## config.mk

```make
export PLATFORM = sky130hd
export DESIGN_NAME = uart_rx_fifo_gpio
export DESIGN_NICKNAME = d
export VERILOG_FILES = /design/src/rtl/uart_rx_fifo_gpio.sv
export SDC_FILE = /design/constraint.sdc
export NUM_CORES = 1
export LEC_CHECK = 0
export BUFFER_PORTS_ARGS = -buffer_cell sky130_fd_sc_hd__buf_2
export CAP_MARGIN = 30
export CORE_UTILIZATION = 55
export DETAILED_ROUTE_END_ITERATION = 10
export PLACE_DENSITY_LB_ADDON = 0.05
export SKIP_CTS_REPAIR_TIMING = 1
export SLEW_MARGIN = 20
export SYNTH_ARGS = -nofsm -noshare
export SYNTH_HDL_FRONTEND = slang
export SYNTH_SLANG_ARGS = --single-unit
export TNS_END_PERCENT = 1
```

## constraint.sdc

```tcl
create_clock -name clk -period 3 [get_ports clk]
set_input_delay 0.3 -clock clk [delete_from_list [all_inputs] [get_ports clk]]
set_output_delay 0.3 -clock clk [all_outputs]
set_load 0.05 [all_outputs]
```

## src/rtl/uart_rx_fifo_gpio.sv

```systemverilog
// uart_rx_fifo_gpio -- memory-mapped 8N1 UART receiver with a receive FIFO.
//
// Serial bytes from uart_rx are deserialised and queued so that firmware can
// fetch them later through two bus registers selected by addr[31:28]:
//   RXDATA   (SEL_RXDATA)   read pops the oldest byte, zero when empty
//   RXSTATUS (SEL_RXSTATUS) read  {19'h0, count[8:0], ferr, ovr, full, ~empty}
//                           write data_in[2] clears ovr, [3] clears ferr,
//                                 [4] flushes the FIFO
//
// Ports
//   clk        system clock, all logic on the rising edge
//   rst        synchronous reset, active-high
//   addr       CPU byte address, only addr[31:28] is decoded
//   data_in    CPU write data
//   rd_strobe  CPU read request
//   wr_strobe  CPU byte-write enables, any set bit counts as a write
//   data_out   registered read data, one clock of latency, holds when idle
//   uart_rx    asynchronous serial input, idle high
//   irq        high while the FIFO holds at least one byte
module uart_rx_fifo_gpio #(
  parameter int          CLK_FREQ     = 27000000,
  parameter int          BAUD         = 115200,
  parameter int          FIFO_DEPTH   = 16,
  parameter logic [3:0]  SEL_RXDATA   = 4'h5,
  parameter logic [3:0]  SEL_RXSTATUS = 4'h7
) (
  input  logic        clk,
  input  logic        rst,
  input  logic [31:0] addr,
  input  logic [31:0] data_in,
  input  logic        rd_strobe,
  input  logic [3:0]  wr_strobe,
  output logic [31:0] data_out,
  input  logic        uart_rx,
  output logic        irq
);

  localparam int CLKS_PER_BIT = CLK_FREQ / BAUD;
  localparam int HALF_BIT     = CLKS_PER_BIT / 2;
  localparam int CNT_W        = (CLKS_PER_BIT > 1) ? $clog2(CLKS_PER_BIT) : 1;
  localparam int AW           = $clog2(FIFO_DEPTH);
  localparam int CW           = AW + 1;

  localparam logic [CNT_W-1:0] BIT_LAST  = CNT_W'(CLKS_PER_BIT - 1);
  localparam logic [CNT_W-1:0] HALF_LAST = CNT_W'(HALF_BIT - 1);
  localparam logic [CW-1:0]    DEPTH_C   = CW'(FIFO_DEPTH);

  localparam logic [1:0] S_IDLE  = 2'd0;
  localparam logic [1:0] S_START = 2'd1;
  localparam logic [1:0] S_DATA  = 2'd2;
  localparam logic [1:0] S_STOP  = 2'd3;

  // ---- stage p0/p1: two-flop synchroniser, p2 keeps the previous sample for edge detect
  logic rx_p0, rx_p1, rx_prev_p2;

  always_ff @(posedge clk) begin
    if (rst) begin
      rx_p0      <= 1'b1;
      rx_p1      <= 1'b1;
      rx_prev_p2 <= 1'b1;
    end else begin
      rx_p0      <= uart_rx;
      rx_p1      <= rx_p0;
      rx_prev_p2 <= rx_p1;
    end
  end

  logic rx_fall;
  assign rx_fall = ~rx_p1 & rx_prev_p2;

  // ---- frame FSM: start-bit qualification, data shift, stop-bit check
  logic [1:0]       state;
  logic [CNT_W-1:0] baud_cnt;
  logic [2:0]       bit_cnt;
  logic [7:0]       rx_shift;
  logic             push_req;
  logic             stop_bad;

  always_comb begin
    push_req = 1'b0;
    stop_bad = 1'b0;
    if (state == S_STOP && baud_cnt == BIT_LAST) begin
      push_req = rx_p1;
      stop_bad = ~rx_p1;
    end
  end

  always_ff @(posedge clk) begin
    if (rst) begin
      state    <= S_IDLE;
      baud_cnt <= '0;
      bit_cnt  <= '0;
    end else begin
      case (state)
        S_IDLE: begin
          // Only a real high-to-low transition starts a frame, so a line held
          // low after a break does not retrigger.
          if (rx_fall) begin
            state    <= S_START;
            baud_cnt <= '0;
          end
        end
        S_START: begin
          if (baud_cnt == HALF_LAST) begin
            baud_cnt <= '0;
            bit_cnt  <= '0;
            state    <= rx_p1 ? S_IDLE : S_DATA;
          end else begin
            baud_cnt <= baud_cnt + 1'b1;
          end
        end
        S_DATA: begin
          if (baud_cnt == BIT_LAST) begin
            baud_cnt <= '0;
            bit_cnt  <= bit_cnt + 3'd1;
            if (bit_cnt == 3'd7) state <= S_STOP;
          end else begin
            baud_cnt <= baud_cnt + 1'b1;
          end
        end
        default: begin
          if (baud_cnt == BIT_LAST) begin
            baud_cnt <= '0;
            state    <= S_IDLE;
          end else begin
            baud_cnt <= baud_cnt + 1'b1;
          end
        end
      endcase
    end
  end

  always_ff @(posedge clk) begin
    if (state == S_DATA && baud_cnt == BIT_LAST) rx_shift <= {rx_p1, rx_shift[7:1]};
  end

  // ---- bus decode and FIFO bookkeeping
  logic rd_data_sel, rd_stat_sel, wr_stat_sel;
  assign rd_data_sel = rd_strobe & (addr[31:28] == SEL_RXDATA);
  assign rd_stat_sel = rd_strobe & (addr[31:28] == SEL_RXSTATUS);
  assign wr_stat_sel = (|wr_strobe) & (addr[31:28] == SEL_RXSTATUS);

  logic [7:0]    mem [FIFO_DEPTH];
  logic [AW-1:0] wr_ptr, rd_ptr;
  logic [CW-1:0] count, count_nxt;
  logic          empty, full, pop, push_ok, flush;
  logic          ovr, ferr;

  assign empty   = (count == '0);
  assign full    = (count == DEPTH_C);
  assign pop     = rd_data_sel & ~empty;
  // A pop in the same cycle frees the slot the incoming byte needs.
  assign push_ok = push_req & (~full | pop);
  assign flush   = wr_stat_sel & data_in[4];

  always_comb begin
    count_nxt = count;
    if (flush) begin
      count_nxt = '0;
    end else begin
      case ({push_ok, pop})
        2'b10:   count_nxt = count + 1'b1;
        2'b01:   count_nxt = count - 1'b1;
        default: count_nxt = count;
      endcase
    end
  end

  always_ff @(posedge clk) begin
    if (rst) begin
      wr_ptr <= '0;
      rd_ptr <= '0;
      count  <= '0;
      irq    <= 1'b0;
    end else begin
      if (flush) begin
        wr_ptr <= '0;
        rd_ptr <= '0;
      end else begin
        if (push_ok) wr_ptr <= wr_ptr + 1'b1;
        if (pop)     rd_ptr <= rd_ptr + 1'b1;
      end
      count <= count_nxt;
      irq   <= (count_nxt != '0);
    end
  end

  always_ff @(posedge clk) begin
    if (push_ok && !flush) mem[wr_ptr] <= rx_shift;
  end

  // Sticky error flags: a new event in the same cycle wins over a clear.
  always_ff @(posedge clk) begin
    if (rst) begin
      ovr  <= 1'b0;
      ferr <= 1'b0;
    end else begin
      if (push_req && !push_ok)         ovr <= 1'b1;
      else if (wr_stat_sel && data_in[2]) ovr <= 1'b0;
      if (stop_bad)                      ferr <= 1'b1;
      else if (wr_stat_sel && data_in[3]) ferr <= 1'b0;
    end
  end

  // ---- registered read mux
  always_ff @(posedge clk) begin
    if (rst) begin
      data_out <= '0;
    end else if (rd_data_sel) begin
      data_out <= empty ? 32'h0 : {24'h0, mem[rd_ptr]};
    end else if (rd_stat_sel) begin
      data_out <= {19'h0, 9'(count), ferr, ovr, full, ~empty};
    end
  end

  logic unused_bits;
  assign unused_bits = ^{addr[27:0], data_in[31:5], data_in[1:0]};

endmodule

```

==> out/qor.csv <==
metric,value,unit
outcome,"complete, no violations",
Synth cell types,54,
CTS H-tree lvls,4,
gr usage total,0.231,
Final Critical Period,2.74,ns
relative slew slack,0.379,
R2R Path End,irq$_SDFF_PP0_,
Max Cap Violations,0,
initial antenna violation count,0,
Fin Clk Skew,0.00679,ns
R2R cell count,12,
vias in the first global route,4246,
WP data required,3.31,ns
Pwr Total,5.00,mW
Buf/Inv on CP,1,
PwrDens,584,nW/um^2
Critical Path Source Type,flip-flop,
IO Pins,105,
Detailed Place HPWL,9.64,mm
# diodes,0,
RePlAce Congestion,0.833,
"EDFF count, synth",136,
CTS tree,built,
Layout fillers,964,
Die Ht,120,um
critical path's largest stage delay,0.44,ns
most frequent cells in the layout,"136 x edfxtp_1, 51 x nor2_1, 44 x dfxtp_1",
Port-buffer cells,24,
Hold Crit Class,in2reg,
DIE AREA,14400,um^2
Area growth syn-to-layout,11.7,%
Worst-path clk slew,0.07,ns
asr flop ratio synth,0,
Synth top area share,0.532,
Post-route DRC,0,
worst-margin pin slew,0.927,ns
row count,42,
"commonest non-fill, non-tap cell in the layout",edfxtp_1,
drt wl/cell,20.6,um
synthesized area,7670,um^2
Setup TNS Final,0,ns
DR iter-0 viols,378,
Avg Inst Size Synth,15.1,um^2
Inserted Clock Buffers,17,
Hold Fails Final Rpt,0,
Synth area leader,edfxtp_1,
yosys warns,0,
Worst setup startpoint,baud_cnt[1]$_SDFFE_PP0P_,
leak pwr,2.90,nW
root buf cell,clkbuf_16,
"Clk Latency, worst-skew pair",0.43,ns
family with the most delay on the worst path,compound AO/OA/AOI/OAI gates,
TritonCTS Sinks,181,
CP endpoint,irq$_SDFF_PP0_,
WL final,15.2,mm
RSZ-0062 raised after global routing,no,
Final Cycle Share,0.915,
critical path arrival,3.05,ns
critical path type,reg2reg,
hold depth,2,
grt ovf,0,
Die X,120,um
FF-to-FF Start,baud_cnt[1]$_SDFFE_PP0P_,
sequential element share of the synthesized area,0.650,
reg2reg setup slack,0.26,ns
crit end category,flip-flop,
Initial Util,0.572,
Cells after Synth,507,
Max IR drop VDD,0.000544,V
core area,13400,um^2
fraction of layout cells with a size suffix above 1,0.226,
CP max-delay cell,fa_1,
"FF+latch count, synth",181,
via count,4288,
antenna-violating nets left,0,
register area,4990,um^2
number of cells on the critical path,12,
first-pass GRT wire length,23.6,mm
Final Setup Violations,0,
# nets final,635,
pin count of the biggest net entering global routing,32,
vias per std cell,5.82,
Multi-input gate area,2450,um^2
Post-synth top flop,edfxtp_1,
Pre-antenna DRT Iters,5,
clock buffer depth,2,
crit-path cells,"inv_1, ha_1, and4_1, nand3_1, nand2_1, fa_1, nor2b_1, o21ai_1, a211o_1, a32o_1, nor2_1, a31oi_1",
Pins Over Slew Limit,0,
f_max,364,MHz
top post-synthesis cells by area,"edfxtp_1 53%, dfxtp_1 12%, mux4_2 11%, buf_4 2.5%, nor2_1 2.5%",
Max Fanout on Critical Path,4,
-- per-stage QoR --
step           worst slack [ns]  hold WS (ns)  cells  area [um^2]  utilization
5_1_grt                  0.0138        0.0263    737         8570        0.639
2_1_floorplan             0.313         0.389    529         7750            -
6_report                  0.256        0.0483    737         8570        0.639
4_1_cts                   0.183        0.0268    737         8570        0.639
3_3_place_gp              0.236         0.393    706         7990        0.596
3_5_place_dp              0.194         0.400    706         7990        0.596
-- final cells by class --
type | instances | area share
clock buffers | 18 | 0.0501
clock inverters | 13 | 0.0172
inverters | 15 | 0.00657
multi-input cells | 291 | 0.286
flip-flops and latches | 181 | 0.582
well taps | 176 | 0.0257
repair buffers | 43 | 0.0321
-- flip-flops by register name (all words and copies together), names as in the netlist, named ones only --
register,cells
count,5
rx_p1,1
rx_shift,8
irq,1
rx_p0,1
rx_prev_p2,1
wr_ptr,4
ferr,1
bit_cnt,3
data_out,9
state,2
baud_cnt,8
ovr,1
rd_ptr,4
mem,128
-- cells by family (layout without fill, tap and decap cells) --
group | after synthesis | in the layout | share of synthesized area
AOI/OAI and AO/OA | 43 | 43 | 0.0439
xor gates and xnor gates | 16 | 16 | 0.0183
adders and majority gates | 14 | 14 | 0.0238
buffers and inverters | 57 | 89 | 0.0418
DFF | 181 | 181 | 0.650
muxes | 50 | 50 | 0.128
other | 1 | 23 | 0.000489
and+or+nand+nor | 145 | 145 | 0.0944
-- synthesized netlist by cell type, types with 8 or more instances --
library cell  number
edfxtp_1         136
nor2_1            51
dfxtp_1           45
mux4_2            38
buf_4             26
nand2_1           25
inv_1             15
a21oi_1           13
ha_1              13
and2_1            12
mux2i_1           10
nand4_1            9
nor3_1             9
xnor2_1            8
xor2_1             8
-- how the worst min path moves through the flow --
stage                          start          endpoint  slack, ns
floorplan           rx_p0$_SDFF_PP1_  rx_p1$_SDFF_PP1_       0.39
global placement    rx_p0$_SDFF_PP1_  rx_p1$_SDFF_PP1_       0.39
detailed placement  rx_p0$_SDFF_PP1_  rx_p1$_SDFF_PP1_       0.40
CTS                          uart_rx  rx_p0$_SDFF_PP1_       0.03
global route                 uart_rx  rx_p0$_SDFF_PP1_       0.03
finish                       uart_rx  rx_p0$_SDFF_PP1_       0.05
-- metal layers --
| layer | track usage | vias up | routed length (um) |
|---|---|---|---|
| li1 | - | 1962 | - |
| met1 | 0.298 | 2162 | 6600 |
| met2 | 0.380 | 139 | 7450 |
| met3 | 0.0518 | 25 | 776 |
| met4 | 0.0883 | 0 | 337 |
| met5 | 0 | - | 0 |
-- report_power, final --
part | internal, mW | total [mW] | switching [mW]
clock | 1.24 | 2.19 | 0.958
sequential | 2.66 | 2.67 | 0.00566
combinational | 0.0306 | 0.144 | 0.113
(Power assumes the default switching activity.)
